[src/rtl/mmio_uart_bus_master.sv]
// mmio_uart_bus_master
//   Bridges a byte-stream command protocol, carried over a valid/ready UART
//   byte pair, onto the FPro MMIO bus. A host can then peek and poke slot
//   registers without running code on the processor.
//
//   Frames (multi-byte fields are sent MSB first):
//     write: 'W'(0x57) A2 A1 A0 D3 D2 D1 D0  -> reply 'K'(0x4B)
//     read : 'R'(0x52) A2 A1 A0              -> reply D3 D2 D1 D0
//     any other leading byte                 -> reply '?'(0x3F)
//
//   Ports
//     clk, reset                 system clock, synchronous active-high reset
//     rx_data/rx_valid/rx_ready  incoming command bytes
//     tx_data/tx_valid/tx_ready  outgoing response bytes
//     mmio_cs/read/write         one-cycle bus strobes
//     mmio_addr, mmio_wr_data    bus address / write data
//     mmio_rd_data               bus read data, sampled at the end of the read strobe
//     busy                       high whenever a frame or response is in flight
//
//   All control outputs are registered. They are decoded from the next state,
//   so each one lines up with the state it belongs to.
module mmio_uart_bus_master #(
    parameter int TIMEOUT_CYCLES = 1_000_000
) (
    input  logic        clk,
    input  logic        reset,
    input  logic [7:0]  rx_data,
    input  logic        rx_valid,
    output logic        rx_ready,
    output logic [7:0]  tx_data,
    output logic        tx_valid,
    input  logic        tx_ready,
    output logic        mmio_cs,
    output logic        mmio_read,
    output logic        mmio_write,
    output logic [20:0] mmio_addr,
    output logic [31:0] mmio_wr_data,
    input  logic [31:0] mmio_rd_data,
    output logic        busy
);

    localparam int             TW       = $clog2(TIMEOUT_CYCLES + 1);
    localparam logic [TW-1:0]  TMO_LAST = TW'(TIMEOUT_CYCLES - 1);
    localparam logic [TW-1:0]  TMO_ONE  = TW'(1);
    localparam logic [7:0]     CMD_WR   = 8'h57;
    localparam logic [7:0]     CMD_RD   = 8'h52;
    localparam logic [7:0]     RSP_OK   = 8'h4B;
    localparam logic [7:0]     RSP_ERR  = 8'h3F;

    typedef enum logic [2:0] {
        S_IDLE   = 3'd0,
        S_ADDR   = 3'd1,
        S_DATA   = 3'd2,
        S_BUS_WR = 3'd3,
        S_BUS_RD = 3'd4,
        S_RESP   = 3'd5
    } state_t;

    state_t        state_r;
    state_t        next_state_s;
    logic          op_wr_r;
    logic [2:0]    byte_cnt_r;
    logic [20:0]   addr_r;       // only the low 21 address bits survive the shift
    logic [31:0]   data_r;
    logic [31:0]   resp_r;       // response bytes, next byte to send in [31:24]
    logic [2:0]    resp_left_r;
    logic [TW-1:0] tmo_r;

    logic rx_ready_r, tx_valid_r, cs_r, rd_r, wr_r, busy_r;
    logic rx_ready_s, tx_valid_s, cs_s, rd_s, wr_s, busy_s;
    logic rx_fire_s, tx_fire_s;

    assign rx_fire_s = rx_valid & rx_ready_r;
    assign tx_fire_s = tx_valid_r & tx_ready;

    // State register and registered control outputs
    always_ff @(posedge clk) begin
        if (reset) begin
            state_r    <= S_IDLE;
            rx_ready_r <= 1'b0;
            tx_valid_r <= 1'b0;
            cs_r       <= 1'b0;
            rd_r       <= 1'b0;
            wr_r       <= 1'b0;
            busy_r     <= 1'b0;
        end else begin
            state_r    <= next_state_s;
            rx_ready_r <= rx_ready_s;
            tx_valid_r <= tx_valid_s;
            cs_r       <= cs_s;
            rd_r       <= rd_s;
            wr_r       <= wr_s;
            busy_r     <= busy_s;
        end
    end

    // Next-state decode
    always_comb begin
        next_state_s = state_r;
        case (state_r)
            S_IDLE: begin
                if (rx_fire_s) begin
                    if (rx_data == CMD_WR || rx_data == CMD_RD) begin
                        next_state_s = S_ADDR;
                    end else begin
                        next_state_s = S_RESP;
                    end
                end else begin
                    next_state_s = S_IDLE;
                end
            end
            S_ADDR: begin
                if (rx_fire_s) begin
                    if (byte_cnt_r == 3'd2) begin
                        next_state_s = op_wr_r ? S_DATA : S_BUS_RD;
                    end else begin
                        next_state_s = S_ADDR;
                    end
                end else if (tmo_r == TMO_LAST) begin
                    next_state_s = S_IDLE;      // silent abort of a stalled frame
                end else begin
                    next_state_s = S_ADDR;
                end
            end
            S_DATA: begin
                if (rx_fire_s) begin
                    if (byte_cnt_r == 3'd3) begin
                        next_state_s = S_BUS_WR;
                    end else begin
                        next_state_s = S_DATA;
                    end
                end else if (tmo_r == TMO_LAST) begin
                    next_state_s = S_IDLE;
                end else begin
                    next_state_s = S_DATA;
                end
            end
            S_BUS_WR: next_state_s = S_RESP;
            S_BUS_RD: next_state_s = S_RESP;
            S_RESP: begin
                if (tx_fire_s && resp_left_r == 3'd1) begin
                    next_state_s = S_IDLE;
                end else begin
                    next_state_s = S_RESP;
                end
            end
            default: next_state_s = S_IDLE;
        endcase
    end

    // Control outputs for the state being entered
    always_comb begin
        rx_ready_s = 1'b0;
        tx_valid_s = 1'b0;
        cs_s       = 1'b0;
        rd_s       = 1'b0;
        wr_s       = 1'b0;
        busy_s     = 1'b1;
        case (next_state_s)
            S_IDLE: begin
                rx_ready_s = 1'b1;
                busy_s     = 1'b0;
            end
            S_ADDR, S_DATA: rx_ready_s = 1'b1;
            S_BUS_WR: begin
                cs_s = 1'b1;
                wr_s = 1'b1;
            end
            S_BUS_RD: begin
                cs_s = 1'b1;
                rd_s = 1'b1;
            end
            S_RESP: tx_valid_s = 1'b1;
            default: busy_s = 1'b0;
        endcase
    end

    // Frame assembly, timeout counting and response shifting
    always_ff @(posedge clk) begin
        if (reset) begin
            op_wr_r     <= 1'b0;
            byte_cnt_r  <= 3'd0;
            addr_r      <= 21'd0;
            data_r      <= 32'd0;
            resp_r      <= 32'd0;
            resp_left_r <= 3'd0;
            tmo_r       <= '0;
        end else begin
            case (state_r)
                S_IDLE: begin
                    if (rx_fire_s) begin
                        op_wr_r    <= (rx_data == CMD_WR);
                        byte_cnt_r <= 3'd0;
                        tmo_r      <= '0;
                        if (rx_data != CMD_WR && rx_data != CMD_RD) begin
                            resp_r      <= {RSP_ERR, 24'h000000};
                            resp_left_r <= 3'd1;
                        end
                    end
                end
                S_ADDR: begin
                    if (rx_fire_s) begin
                        addr_r     <= {addr_r[12:0], rx_data};
                        byte_cnt_r <= (byte_cnt_r == 3'd2) ? 3'd0 : byte_cnt_r + 3'd1;
                        tmo_r      <= '0;
                    end else begin
                        tmo_r <= tmo_r + TMO_ONE;
                    end
                end
                S_DATA: begin
                    if (rx_fire_s) begin
                        data_r     <= {data_r[23:0], rx_data};
                        byte_cnt_r <= byte_cnt_r + 3'd1;
                        tmo_r      <= '0;
                    end else begin
                        tmo_r <= tmo_r + TMO_ONE;
                    end
                end
                S_BUS_WR: begin
                    resp_r      <= {RSP_OK, 24'h000000};
                    resp_left_r <= 3'd1;
                end
                S_BUS_RD: begin
                    resp_r      <= mmio_rd_data;   // captured at the end of the strobe cycle
                    resp_left_r <= 3'd4;
                end
                S_RESP: begin
                    if (tx_fire_s) begin
                        resp_r      <= {resp_r[23:0], 8'h00};
                        resp_left_r <= resp_left_r - 3'd1;
                    end
                end
                default: begin
                    tmo_r <= '0;
                end
            endcase
        end
    end

    assign rx_ready     = rx_ready_r;
    assign tx_valid     = tx_valid_r;
    assign tx_data      = resp_r[31:24];
    assign mmio_cs      = cs_r;
    assign mmio_read    = rd_r;
    assign mmio_write   = wr_r;
    assign mmio_addr    = addr_r;
    assign mmio_wr_data = data_r;
    assign busy         = busy_r;

endmodule

[config.mk]
export PLATFORM = sky130hd
export DESIGN_NAME = mmio_uart_bus_master
export DESIGN_NICKNAME = d
export VERILOG_FILES = /design/src/rtl/mmio_uart_bus_master.sv
export SDC_FILE = /design/constraint.sdc
export NUM_CORES = 1
export LEC_CHECK = 0
export CAP_MARGIN = 5
export CORE_MARGIN = 4
export CORE_UTILIZATION = 46
export CTS_CLUSTER_SIZE = 40
export DETAILED_ROUTE_END_ITERATION = 16
export GPL_TIMING_DRIVEN = 0
export PLACE_DENSITY = 0.81
export SYNTH_ARGS = -nofsm -noshare
export SYNTH_HDL_FRONTEND = slang
export SYNTH_SLANG_ARGS = --single-unit
[constraint.sdc]
create_clock -name clk -period 1.9 [get_ports clk]
set_clock_uncertainty 0.15 [all_clocks]
set_input_delay 0.19 -clock clk [delete_from_list [all_inputs] [get_ports clk]]
set_output_delay 0.19 -clock clk [all_outputs]
set_load 0.1 [all_outputs]
Word level (Yosys, flattened, before mapping) --
Index checks and enable logic that the tools add are counted.
Word-level totals: register bits after elaboration 121, bits of input ports 44, output and inout bits 67, word-level logic and storage cells 95
Cells by class: add/sub/neg operators 3, eq/ne operators 23, mux-type cells 33, bitwise gates (word level) 3, reductions and logical operators 19
Operators with widths (number):
- 32-bit case mux with 4 select lines | 1
- 32-bit 2-to-1 mux | 3
- 20-bit case mux with 3 select lines | 1
- 3-bit 2-to-1 mux | 14
- 20-bit 2-to-1 mux | 2
- 20-bit by 1-bit adder with 20-bit output, second input constant | 1
- 20-bit == test, second input constant | 1
- 3-bit by 2-bit == test with 1-bit output, second input constant | 6
- 8-bit by 7-bit == test with 1-bit output, second input constant | 2
- 8-bit by 7-bit != test with 1-bit output, second input constant | 2
- 3-bit case mux with 5 select lines | 1
- 3-bit == test, second input constant | 4
- 3-bit case mux with 4 select lines | 1
- 2-bit != test, second input constant | 5
- 3-bit by 1-bit == test with 1-bit output, second input constant | 3
- 3-bit case mux with 3 select lines | 1
- 1-bit 2-to-1 mux | 8
- 2-bit AND reduction | 4
- 4-bit AND reduction | 2
- 3-bit logical NOT | 2
- 2-bit OR reduction | 3
- 3-bit OR reduction | 2
- 5-bit OR reduction | 1
- 4-bit nonzero test | 1
- 8 further kinds | 10

Logic depth before layout (Yosys ltp) --
Gate-level depths: netlist of run 1.
depth after elaboration 8, depth in mapped cells 8

Least setup slack after synthesis of run 1 --
OpenSTA, ideal clock, no wires.
kind register to register, start point reg rx_ready_r, in the netlist rx_ready, end point reg rx_ready_r, in the netlist rx_ready, library setup time 0.116 ns, data arrival time 2.177 ns, required time 1.634 ns, path slack -0.542 ns, cell stages (with the launch flop) 7, buffers on the path 1, clock period less this slack 2.442 ns, path through dfxtp_1 and3b_1 nand2_1 or3_1 and3_1 clkbuf_1 and3b_1
On the way: cells in the longest elaborated chain, start to end 6, elaborated cells between the ends (all ways) 10, those cells by class eq/ne: 2; mux: 5; bitwise: 1; reduce/logical: 2
Ends and longest elaborated chain:
- start: declaration | line 69 | logic rx_ready_r, tx_valid_r, cs_r, rd_r, wr_r, busy_r;
- start signal: assignment | line 88 | rx_ready_r <= rx_ready_s;
- 1-bit bitwise AND * | line 73 | assign rx_fire_s = rx_valid & rx_ready_r;
- 3-bit 2-to-1 mux (on tied branches) | line 126, 102, 113
- 3-bit case mux with 5 select lines * | line 100 | case (state_r)
- 3-bit by 1-bit == test with 1-bit output, or another cell as far along | line 159 | case (next_state_s)
- 3-bit OR reduction (no line) *
- 1-bit 2-to-1 mux * | line 159
Every way passes the cells marked *; elsewhere a longest branch is shown, timed or not. A chain may end at the register's enable or synchronous reset.

Worst setup path after layout of run 1 --
start point reg tmo_r[7], end point reg tmo_r[12]
On the way: cells in the longest elaborated chain, start to end 3
Ends and longest elaborated chain:
- start: declaration | line 67 | logic [TW-1:0] tmo_r;
- start signal: assignment | line 207 | tmo_r <= tmo_r + TMO_ONE;
- start signal: assignment | line 216 | tmo_r <= tmo_r + TMO_ONE;
- 20-bit by 1-bit adder with 20-bit output | line 207, 216
- 20-bit 2-to-1 mux | line 202, 211
- 20-bit case mux with 3 select lines | line 189 | case (state_r)
No other way between the ends.

==> results.sh, run 1 <==
export IMPL_postSynth_asyncResetShare=0
export IMPL_worst_hold_slack_ns=0.00973
export IMPL_regArea_mm2=0.00245
export IMPL_hp_class="in2reg"
export IMPL_relSlewSlack=0.513
export IMPL_ios=111
export IMPL_design_area_mm2=0.00765
export IMPL_synth_simple_area_share=0.259
export IMPL_clock_sinks=121
export IMPL_finish_utilization=0.700
export IMPL_synth_top_family_by_area="simple AND/OR/NAND/NOR gates"
export IMPL_viasPerCell=5.58
export IMPL_start_util=0.473
export IMPL_leakagePower_uw=0.00271
export IMPL_worst_pin_slew_ns=0.730
export IMPL_grt_pass1_vias=5115
export IMPL_synth_distinct_cells=51
export IMPL_dr_pass1_iters=5
export IMPL_status="finished with violations"
export IMPL_min_period_ns=1.96
export IMPL_nets=837
export IMPL_yosysTopAreaCell="dfxtp_1"
export IMPL_tns_ns=-0.207
export IMPL_cts_tree="yes"
export IMPL_rsz0062_at_grt="true"
export IMPL_syn_area_mm2=0.00517
export IMPL_final_max_slew_viol_count=0
export IMPL_drc=0
export IMPL_required_ns=2.10
export IMPL_fin_crit_sh=1.03
export IMPL_clkPwrFrac=0.450
export IMPL_pre_cts_slack_ns=-0.556
export IMPL_port_buffers=110
export IMPL_timing_hold_violations_final=0
export IMPL_cts_made_buffers=17
export IMPL_syn_num_nets=678
export IMPL_whs_path_depth=3
export IMPL_synth_xor_area_frac=0.0220
export IMPL_clkTransAtPathRegs_ns=0.05
export IMPL_comb_power_share=0.166
export IMPL_setup_ws_ns=-0.0581
export IMPL_yosysMostFrequentCell="nand2_1"
export IMPL_ys_top_cells_by_area="dfxtp_1, nand2_1, a21oi_1"
export IMPL_synthAdderAreaFrac=0.0145
export IMPL_synth_top_cell_area_share=0.469
export IMPL_wirelength_um=16200
export IMPL_htreeDepth=4
export IMPL_min_from="rx_data[0]"
export IMPL_post_drt_wl_per_cell_um=17.2
export IMPL_ys_ff_latch=121
export IMPL_nFillCells=750
export IMPL_multi_input_comb_area_mm2=0.00271
export IMPL_vias=5238
export IMPL_antenna_found_initial=0
export IMPL_cts_buffer_depth=2
export IMPL_crit_type="reg2reg"
export IMPL_grt_use_total=0.231
export IMPL_grt_overflow=0
export IMPL_synth_compound_area_frac=0.148
export IMPL_endpoint_kind="register"
export IMPL_p_int_uw=5070
export IMPL_die_area_mm2=0.0130
export IMPL_clk_latency_ns=0.41
export IMPL_core_area_mm2=0.0109
export IMPL_ant_nets=0
export IMPL_rr_startpoint="tmo_r[7]$_SDFFE_PP0P_"
export IMPL_synth_area_mux_share=0.0368
export IMPL_die_width_um=114
export IMPL_syn_inst=628
export IMPL_powerDensity_mw_per_mm2=908
export IMPL_grt_max_degree=17
export IMPL_seq_area_frac_synth=0.469
export IMPL_startpoint_type="register"
export IMPL_syn_area_per_cell_um2=8.23
export IMPL_num_antenna_cells=0
export IMPL_num_rows=38
export IMPL_p_seq_frac=0.384
export IMPL_whs_endpoint="mmio_wr_data[0]$_SDFFE_PP0P_"
export IMPL_cts_root_buffer="clkbuf_16"
export IMPL_swShare=0.270
export IMPL_r2r_end="tmo_r[12]$_SDFFE_PP0P_"
export IMPL_synth_enable_flop_cells=0
export IMPL_worstPathArrival_ns=2.15
export IMPL_die_y_um=114
export IMPL_worstPathMaxFanout=3
export IMPL_finalSetupViolCount=10
export IMPL_violations="setup timing"
export IMPL_drt_iter0_drc=402
export IMPL_yosys_warnings=0
export IMPL_placed_cell_area_mm2=0.00646
export IMPL_fmax_ghz=0.511
export IMPL_cap_violations=0
export IMPL_place_gp_congestion=0.859
export IMPL_syn_to_final_growth_pct=48.1
export IMPL_p_switching_uw=1880
export IMPL_ff2ff_setup_slack_ns=-0.06
export IMPL_ys_dominant_reg_cell="dfxtp_1"
export IMPL_max_vdd_ir_drop_v=0.000565
export IMPL_r2r_cells=6
export IMPL_grt_pass1_wl_um=24200
export IMPL_drive_gt1_frac=0.272
export IMPL_synth_common_cells="nand2_1, dfxtp_1, a21oi_1"
export IMPL_hpwl_um=10300
layer usage:
layer,GRT usage,up-vias,routed length (um)
met1,0.267,2515,6300
met4,0.0958,0,397
met2,0.405,212,8450
met3,0.0568,39,1020
met5,0,-,0
li1,-,2472,-
registers in the layout, indices dropped and copies added, names as in the netlist, 3 cells and up:
name and flops:
resp_r 32, tmo_r 20, state_r 3, byte_cnt_r 3, mmio_wr_data 32, mmio_addr 21
resp_left_r 3
logic make-up (layout without fill, tap and decap cells):
family / count (synthesis) / after routing
xor+xnor: 13 / 13
compound gates: 129 / 129
mux: 19 / 19
fa+ha+maj: 6 / 6
flops: 121 / 121
simple gates: 285 / 285
buf+inv: 55 / 226
final cells by class:
class,count,area share
clock buffers,23,0.0624
clock inverters,8,0.0126
multi-input cells,452,0.354
plain buffers,47,0.0374
well taps,140,0.0229
flip-flops and latches,121,0.320
repair buffers,143,0.188
inverters,5,0.00245
through the flow:
stage,std cells,power [uW]
after floorplan,628,3400
after global placement,878,3670
after detailed placement,878,3690
after CTS,920,6820
after global routing,939,7130
final,939,6950
cells in the final DEF, fill, tap and decap left out, drive strengths merged, types with 4 or more instances in the layout:
cell	instances
a31oi	5
xor2	11
clkinv	5
a22oi	8
nor2	47
nor2b	7
nand4	11
buf	49
or3	24
nand2	140
clkdlybuf4s15	66
nor3	8
a21oi	87
nand2b	6
dlymetal6s2s	4
o21ai	10
dfxtp	121
nand3	12
clkbuf	52
ha	6
clkdlybuf4s50	37
inv	5
mux2i	19
nand4b	4
and3	4
critical path, stage by stage, from the launching register on:
cell and delay (ns):
dfxtp_2 0.34, nand4_1 0.33, nor2_2 0.24, nand4_1 0.15, buf_4 0.17, or4_1 0.39
a21oi_1 0.12
power by group through the flow:
stage / Clock [uW] / Sequential, uW / Combinational (uW)
2_1_floorplan: 0 / 2800 / 599
3_3_place_gp: 0 / 2700 / 967
3_5_place_dp: 0 / 2710 / 982
4_1_cts: 3110 / 2660 / 1040
5_1_grt: 3240 / 2670 / 1220
6_report: 3130 / 2670 / 1160
how the worst max path moves through the flow:
stage,from,end,slack (ns)
3_5_place_dp,rx_data[3],resp_r[23]$_SDFFE_PP0P_,-0.56
2_1_floorplan,rx_ready$_SDFF_PP0_,rx_ready$_SDFF_PP0_,-0.003
6_report,tmo_r[7]$_SDFFE_PP0P_,tmo_r[12]$_SDFFE_PP0P_,-0.06
3_3_place_gp,rx_data[3],resp_r[31]$_SDFFE_PP0P_,-0.53
4_1_cts,tmo_r[1]$_SDFFE_PP0P_,tmo_r[18]$_SDFFE_PP0P_,-0.04
5_1_grt,tmo_r[7]$_SDFFE_PP0P_,tmo_r[12]$_SDFFE_PP0P_,-0.13
repair_timing:
action / CTS / global route
hold buffers: 0 / 3
setup endpoints to repair: 131 / 90
setup buffers: 10 / 19
cloned: 1 / 0
gates resized for setup: 227 / 84
endpoints found under the hold margin: 0 / 3
pin swaps: 9 / 33
Note: power is estimated with default switching activity, not from simulation.
==> run 2: changes to the inputs <==
--- a/config.mk
+++ b/config.mk
@@ -12,6 +12,7 @@
 export DETAILED_ROUTE_END_ITERATION = 16
 export GPL_TIMING_DRIVEN = 0
 export PLACE_DENSITY = 0.81
+export SLEW_MARGIN = 0
 export SYNTH_ARGS = -nofsm -noshare
 export SYNTH_HDL_FRONTEND = slang
 export SYNTH_SLANG_ARGS = --single-unit
==> results of run 2 <==
The final DEF is identical to that of run 1; final timing and power are the same.
==> run 3: changes to the inputs <==
--- a/config.mk
+++ b/config.mk
@@ -5,13 +5,15 @@
 export SDC_FILE = /design/constraint.sdc
 export NUM_CORES = 1
 export LEC_CHECK = 0
+export ABC_AREA = 1
 export CAP_MARGIN = 5
 export CORE_MARGIN = 4
-export CORE_UTILIZATION = 46
+export CORE_UTILIZATION = 35
 export CTS_CLUSTER_SIZE = 40
 export DETAILED_ROUTE_END_ITERATION = 16
 export GPL_TIMING_DRIVEN = 0
-export PLACE_DENSITY = 0.81
+export MAX_ROUTING_LAYER = met4
+export PLACE_DENSITY = 0.66
 export SLEW_MARGIN = 0
 export SYNTH_ARGS = -nofsm -noshare
 export SYNTH_HDL_FRONTEND = slang
==> run 3 against run 2 <==
Against the previous run: the flow now finishes without violations; critical path depth grew 4; hold slack better by 0.053 ns; total power up 22%; die area increased by 33%; critical endpoint is now resp_r[19]$_SDFFE_PP0P_.
==> results.sh, run 3 <==
export IMPL_synth_distinct_cells=37
export IMPL_hpwl_um=10600
export IMPL_vias=5221
export IMPL_nets=927
export IMPL_place_gp_congestion=0.863
export IMPL_startpoint_type="register"
export IMPL_r2r_cells=10
export IMPL_min_from="reset"
export IMPL_post_drt_wl_per_cell_um=13.6
export IMPL_dr_pass1_iters=5
export IMPL_rr_startpoint="state_r[2]$_SDFF_PP0_"
export IMPL_final_cell_mix="nor2_1, nand2_1, dfxtp_1"
export IMPL_hp_class="in2reg"
export IMPL_syn_area_mm2=0.00532
export IMPL_seq_area_frac_synth=0.455
export IMPL_die_y_um=131
export IMPL_ys_ff_latch=121
export IMPL_finish_utilization=0.504
export IMPL_synth_enable_flop_cells=0
export IMPL_grt_pass1_vias=4967
export IMPL_cts_root_buffer="clkbuf_16"
export IMPL_grt_max_degree=17
export IMPL_synth_compound_area_frac=0.156
export IMPL_endpoint_kind="register"
export IMPL_regArea_mm2=0.00243
export IMPL_r2r_end="resp_r[19]$_SDFFE_PP0P_"
export IMPL_clock_sinks=121
export IMPL_syn_area_per_cell_um2=7.13
export IMPL_start_util=0.362
export IMPL_drc=0
export IMPL_ff2ff_setup_slack_ns=0.09
export IMPL_num_antenna_cells=0
export IMPL_port_buffers=109
export IMPL_worstPathMaxFanout=10
export IMPL_cts_tree="yes"
export IMPL_max_vdd_ir_drop_v=0.000633
export IMPL_ys_top_cells_by_area="dfxtp_1, nor2_1, nand2_1"
export IMPL_yosysTopAreaCell="dfxtp_1"
export IMPL_comb_power_share=0.282
export IMPL_critPathCapture="resp_r[19]$_SDFFE_PP0P_"
export IMPL_layout_commonest_cell="nor2_1"
export IMPL_synth_area_mux_share=0
export IMPL_cts_buffer_depth=2
export IMPL_p_seq_frac=0.351
export IMPL_viasPerCell=4.86
export IMPL_htreeDepth=4
export IMPL_yosys_warnings=0
export IMPL_grt_overflow=0
export IMPL_swShare=0.360
export IMPL_drive_gt1_frac=0.182
export IMPL_synth_common_cells="nor2_1, nand2_1, dfxtp_1"
export IMPL_crit_type="reg2reg"
export IMPL_leakagePower_uw=0.00301
export IMPL_nFillCells=1463
export IMPL_antenna_found_initial=0
export IMPL_rsz0062_at_grt="true"
export IMPL_worstPathArrival_ns=1.96
export IMPL_ys_dominant_reg_cell="dfxtp_1"
export IMPL_syn_num_nets=797
export IMPL_relSlewSlack=0.618
export IMPL_fin_crit_sh=0.950
export IMPL_wirelength_um=14600
export IMPL_cts_hold_buf=0
export IMPL_clkTransAtPathRegs_ns=0.06
export IMPL_p_switching_uw=3050
export IMPL_powerDensity_mw_per_mm2=1150
export IMPL_synthAdderAreaFrac=0.0141
export IMPL_grt_use_total=0.173
export IMPL_min_period_ns=1.81
export IMPL_multi_input_comb_area_mm2=0.00255
export IMPL_postSynth_asyncResetShare=0
export IMPL_ant_nets=0
export IMPL_synth_top_family_by_area="simple AND/OR/NAND/NOR gates"
export IMPL_die_width_um=131
export IMPL_synth_simple_area_share=0.291
export IMPL_syn_to_final_growth_pct=39.2
export IMPL_status="finished clean"
export IMPL_timing_hold_violations_final=0
export IMPL_synth_xor_area_frac=0.00165
export IMPL_clk_latency_ns=0.42
export IMPL_die_area_mm2=0.0172
export IMPL_startpoint="state_r[2]$_SDFF_PP0_"
export IMPL_finalSetupViolCount=0
export IMPL_whs_path_depth=4
export IMPL_cap_violations=0
export IMPL_drt_iter0_drc=248
export IMPL_required_ns=2.06
export IMPL_worst_pin_slew_ns=0.567
export IMPL_clkPwrFrac=0.367
export IMPL_p_int_uw=5440
export IMPL_worst_hold_slack_ns=0.0628
export IMPL_num_rows=44
export IMPL_yosysMostFrequentCell="nor2_1"
export IMPL_cts_made_buffers=17
export IMPL_fmax_ghz=0.554
export IMPL_final_max_slew_viol_count=0
export IMPL_grt_pass1_wl_um=23800
export IMPL_syn_inst=747
export IMPL_ios=111
export IMPL_core_area_mm2=0.0147
export IMPL_synth_top_cell_area_share=0.455
==> run 3: changes by cell type after synthesis, moves of 8 or more <==
cell | previous run | this run
nor2_1 | 47 | 168
or3_1 | 24 | 0
nand2_1 | 140 | 127
o21ai_1 | 0 | 10
xor2_1 | 11 | 1
nand3_1 | 12 | 50
clkbuf_1 | 32 | 19
inv_1 | 5 | 50
a22o_1 | 0 | 17
o21ai_0 | 9 | 59
a21oi_1 | 86 | 54
a22oi_1 | 8 | 0
mux2i_1 | 19 | 0
==> run 3: final cells by class <==
| class | instances | share of cell area |
|---|---|---|
| plain buffers | 42 | 0.0319 |
| clock buffers | 18 | 0.0593 |
| clock inverters | 14 | 0.0191 |
| inverters | 56 | 0.0284 |
| multi-input cells | 528 | 0.344 |
| flip-flops and latches | 121 | 0.328 |
| well taps | 184 | 0.0311 |
| repair buffers | 111 | 0.158 |
==> run 3: repair_timing <==
| item | CTS | global route |
|---|---|---|
| cloned | 0 | 0 |
| gates resized for setup | 208 | 29 |
| endpoints found under the hold margin | 0 | 0 |
| setup endpoints to repair | 129 | 80 |
| buffers inserted | 0 | 2 |
==> run 3: cell families after synthesis <==
logic type	after synthesis
XOR/XNOR	1
AO/OA/AOI/OAI	149
AND/OR/NAND/NOR	372
adder cells (fa/ha/maj)	6
flip-flops	121
buffers and inverters	98
==> run 3: layer usage <==
| metal | vias to the layer above | routed length (um) | GRT usage |
|---|---|---|---|
| li1 | 2701 | - | - |
| met1 | 2357 | 6840 | 0.217 |
| met2 | 139 | 6630 | 0.266 |
| met3 | 24 | 826 | 0.0493 |
| met4 | 0 | 289 | 0.0601 |
| met5 | - | 0 | - |
==> run 3: power groups by stage <==
stage	logic [uW]	registers [uW]	clock network, uW
floorplan	1620	3180	0
global placement	2340	3020	0
detailed placement	2360	3030	0
CTS	2360	2980	3180
global route	2600	3010	3290
finish	2400	2980	3110
==> run 3: worst max-delay path, stage by stage, from the launching register on <==
cell and delay (ns):
dfxtp_2 0.34, inv_2 0.09, nand2_1 0.10, nor2_4 0.18
nor2_2 0.10, nor2_8 0.18, nand2_2 0.08, buf_6 0.14
buf_6 0.13, o21ai_1 0.14, nor2_1 0.06
==> run 3: worst min-delay path by stage <==
stage / end / slack, ns
after CTS: tmo_r[2]$_SDFFE_PP0P_ / 0.04
after global routing: tmo_r[2]$_SDFFE_PP0P_ / 0.14
after detailed placement: resp_r[4]$_SDFFE_PP0P_ / 0.30
after floorplan: mmio_wr_data[3]$_SDFFE_PP0P_ / 0.17
final: tmo_r[2]$_SDFFE_PP0P_ / 0.06
after global placement: mmio_addr[20]$_SDFFE_PP0P_ / 0.30
==> run 3: through the flow <==
| stage | TNS, ns | cell area, um^2 | std cells | power [uW] | setup slack [ns] |
|---|---|---|---|---|---|
| 6_report | 0 | 7410 | 1074 | 8490 | 0.0947 |
| 5_1_grt | -0.0488 | 7410 | 1074 | 8900 | -0.0253 |
| 4_1_cts | 0 | 7340 | 1072 | 8520 | 0.0000747 |
| 3_5_place_dp | -31.99 | 6650 | 1040 | 5380 | -0.497 |
| 3_3_place_gp | -28.77 | 6650 | 1040 | 5360 | -0.469 |
| 2_1_floorplan | 0 | 5330 | 747 | 4810 | 0.0258 |
==> edit: new RTL, config.mk and constraints of run 1 <==
The parameter `TIMEOUT_CYCLES` goes from 1_000_000 to 4_000_000.
--- a/src/rtl/mmio_uart_bus_master.sv
+++ b/src/rtl/mmio_uart_bus_master.sv
@@ -21,5 +21,5 @@
 //   so each one lines up with the state it belongs to.
 module mmio_uart_bus_master #(
-    parameter int TIMEOUT_CYCLES = 1_000_000
+    parameter int TIMEOUT_CYCLES = 4_000_000
 ) (
     input  logic        clk,
Formal check against the unedited RTL: same outputs for any inputs over 4 cycles, from zero or initial values and one cycle with reset high; that may be too few to reach the edited logic, so the function may still have changed.
==> edit against run 1 <==
- the flow still finishes with violations (setup timing)
- synthesized area rose by 5.4%
- cell area grew 4.5%
- total power up 2.4%
- first-iteration DRC count is 0.25% higher
- sequential power increased by 1%
- worst setup slack got worse by 230 ps
- die area grew 5.0%
- sequential cell count rose by 2
- count of clock-buffer cells in the layout unchanged
- sequential share of layout area fell by 0.84 points
- clock power about the same
- worst hold slack improved by 200 ps
- routed wire length up 9.6%
- critical path type unchanged
- largest power group unchanged
==> edit: results (changes against run 1) <==
Status
  – Violations in the final reports: setup timing
  – Result of the run: finished, violations left

Synth
  – FFs w/ async S/R, synth: 0% (unchanged)
  – Cells taking the most area after synthesis: sky130_fd_sc_hd__dfxtp_1 (45%), sky130_fd_sc_hd__nand2_1 (8.6%), sky130_fd_sc_hd__a21oi_1 (7.5%), sky130_fd_sc_hd__mux2i_1 (4.4%), sky130_fd_sc_hd__nand4_1 (3.0%)
  – Post-Synthesis Net Count: 693 (+2.2%)
  – Xor/xnor cell area share of the yosys netlist: 0.965% (-1.2 points)
  – Post-synthesis sequential area ratio: 45.2% (-1.7 points)
  – Leading post-synthesis cells by instance count: sky130_fd_sc_hd__nand2_1 (125), sky130_fd_sc_hd__dfxtp_1 (123), sky130_fd_sc_hd__a21oi_1 (82), sky130_fd_sc_hd__clkbuf_1 (38), sky130_fd_sc_hd__nand4_1 (26)
  – Post-synthesis area per instance: 8.47 um2 (+3.0%)
  – Complex-gate fraction of the synthesized area: 19.2% (+4.4 points)
  – Multiplexer share of the synthesized area: 4.62% (+0.94 points)

Cells and area
  – Fillcell total: 825 (+10%)
  – Share of layout cells above drive strength 1: 27.8% (+0.67 points)
  – Number of nets in the final layout: 843 (+0.72%)

Placement
  – Post-detailed-placement cell area: 6760 um2 (+4.6%)
  – Number of input and output port buffers inserted: 109 (-0.91%)
  – Gp weighted congestion: 0.900 (+4.7%)
  – Cells after DPL: 895 (+1.9%)
  – Worst setup timing slack at the placement stage: -646 ps (-90.3 ps)
  – Post-detailed-placement half-perimeter wirelength: 11.5 mm (+12%)

Power
  – Clk network pwr share: 44.1% (-0.9 points)
  – Pleak: 2.81 nW (+3.6%)
  – Logic gate share of total power: 17.8% (+1.2 points)
  – Switching pwr: 1.99 mW (+6.1%)
  – Power Sequential: 2.71 mW (+1%)
  – Maximum ir drop on the vdd rail: 597 uV (+5.6%)

Route
  – Iteration count of the initial detailed-routing pass: 7 (+2)
  – Count of vias placed by the detailed router: 5795 (+11%)
  – Drt drc: 0 (unchanged)
  – Vias/cell: 6.11 (+9.6%)
  – Detailed router's first-iteration violation count: 403 (+0.25%)
  – Average wire length per cell after detail routing: 18.7 um (+8.6%)

Setup path
  – Worst path arrival time: 2300 ps (+150 ps)
  – Largest fanout on the critical path: 3 (unchanged)
  – Worst reg-to-reg path cell count: 5 (-1)
  – Worst path slowest cell: sky130_fd_sc_hd__or4_4
  – Worst stage delay on the critical path: 540 ps (+150 ps)

Hold path
  – Number of cells on the worst hold path: 2 (-1)

Timing
  – Min setup slack post-route: -286 ps (-228 ps)
  – Measured slew at the worst slew-check pin: 698 ps (-32.0 ps)
  – Hold slack: 215 ps (+205 ps)
  – Final setup violation count: 15 (+5)
  – TNS Setup: -1680 ps (-1470 ps)

Clocking
  – CTS H-Tree Depth: 4 (unchanged)

Global routing
  – Global-route wire length before repair: 27.2 mm (+12%)
-- edit: cell types whose count changed after synthesis, sizes merged, moves of 9 or more --
cell and delta:
o41ai +17, or4 +11, nand4 +15, xor2 -9
nor2 -36, or3 -14, nand2 -15
-- edit: what timing repair did --
action                                  in CTS  in global routing
buffers inserted                            16                 12
pin swaps                                    6                 12
hold buffers                                 0                  0
endpoints found under the setup margin     163                115
endpoints found under the hold margin        0                  0
resized for setup                          267                 74
-- edit: cell families after synthesis --
| group | after synthesis |
|---|---|
| fa+ha+maj | 6 |
| buf+inv | 69 |
| simple gates | 249 |
| mux | 25 |
| compound gates | 165 |
| xor+xnor | 6 |
| flops | 123 |
-- edit: final timing paths --
path                               from                          to
max              tmo_r[14]$_SDFFE_PP0P_       state_r[0]$_SDFF_PP0_
min                     mmio_rd_data[1]      resp_r[1]$_SDFFE_PP0P_
max reg2reg      tmo_r[14]$_SDFFE_PP0P_       state_r[0]$_SDFF_PP0_
min reg2reg  mmio_addr[19]$_SDFFE_PP0P_  mmio_addr[19]$_SDFFE_PP0P_
-- edit: area by class of cell --
type                       count  area, um2  share of cell area (%)
multi-input combinational    451       2990                    37.3
tap                          143        179                    2.24
timing repair buffer         137       1380                    17.2
clock buffer                  23        478                    5.98
inverter                      11       41.3                   0.516
buffer                        52        353                    4.41
sequential                   123       2490                    31.2
clock inverter                 8       91.3                    1.14
-- edit: layer usage --
layer | global-route usage (%) | up-vias | share of wire (%)
li1 | - | 2640 | -
met1 | 30.1 | 2777 | 38
met2 | 40.9 | 313 | 50
met3 | 7.51 | 65 | 7.8
met4 | 12.2 | 0 | 3.6
met5 | 0 | - | 0
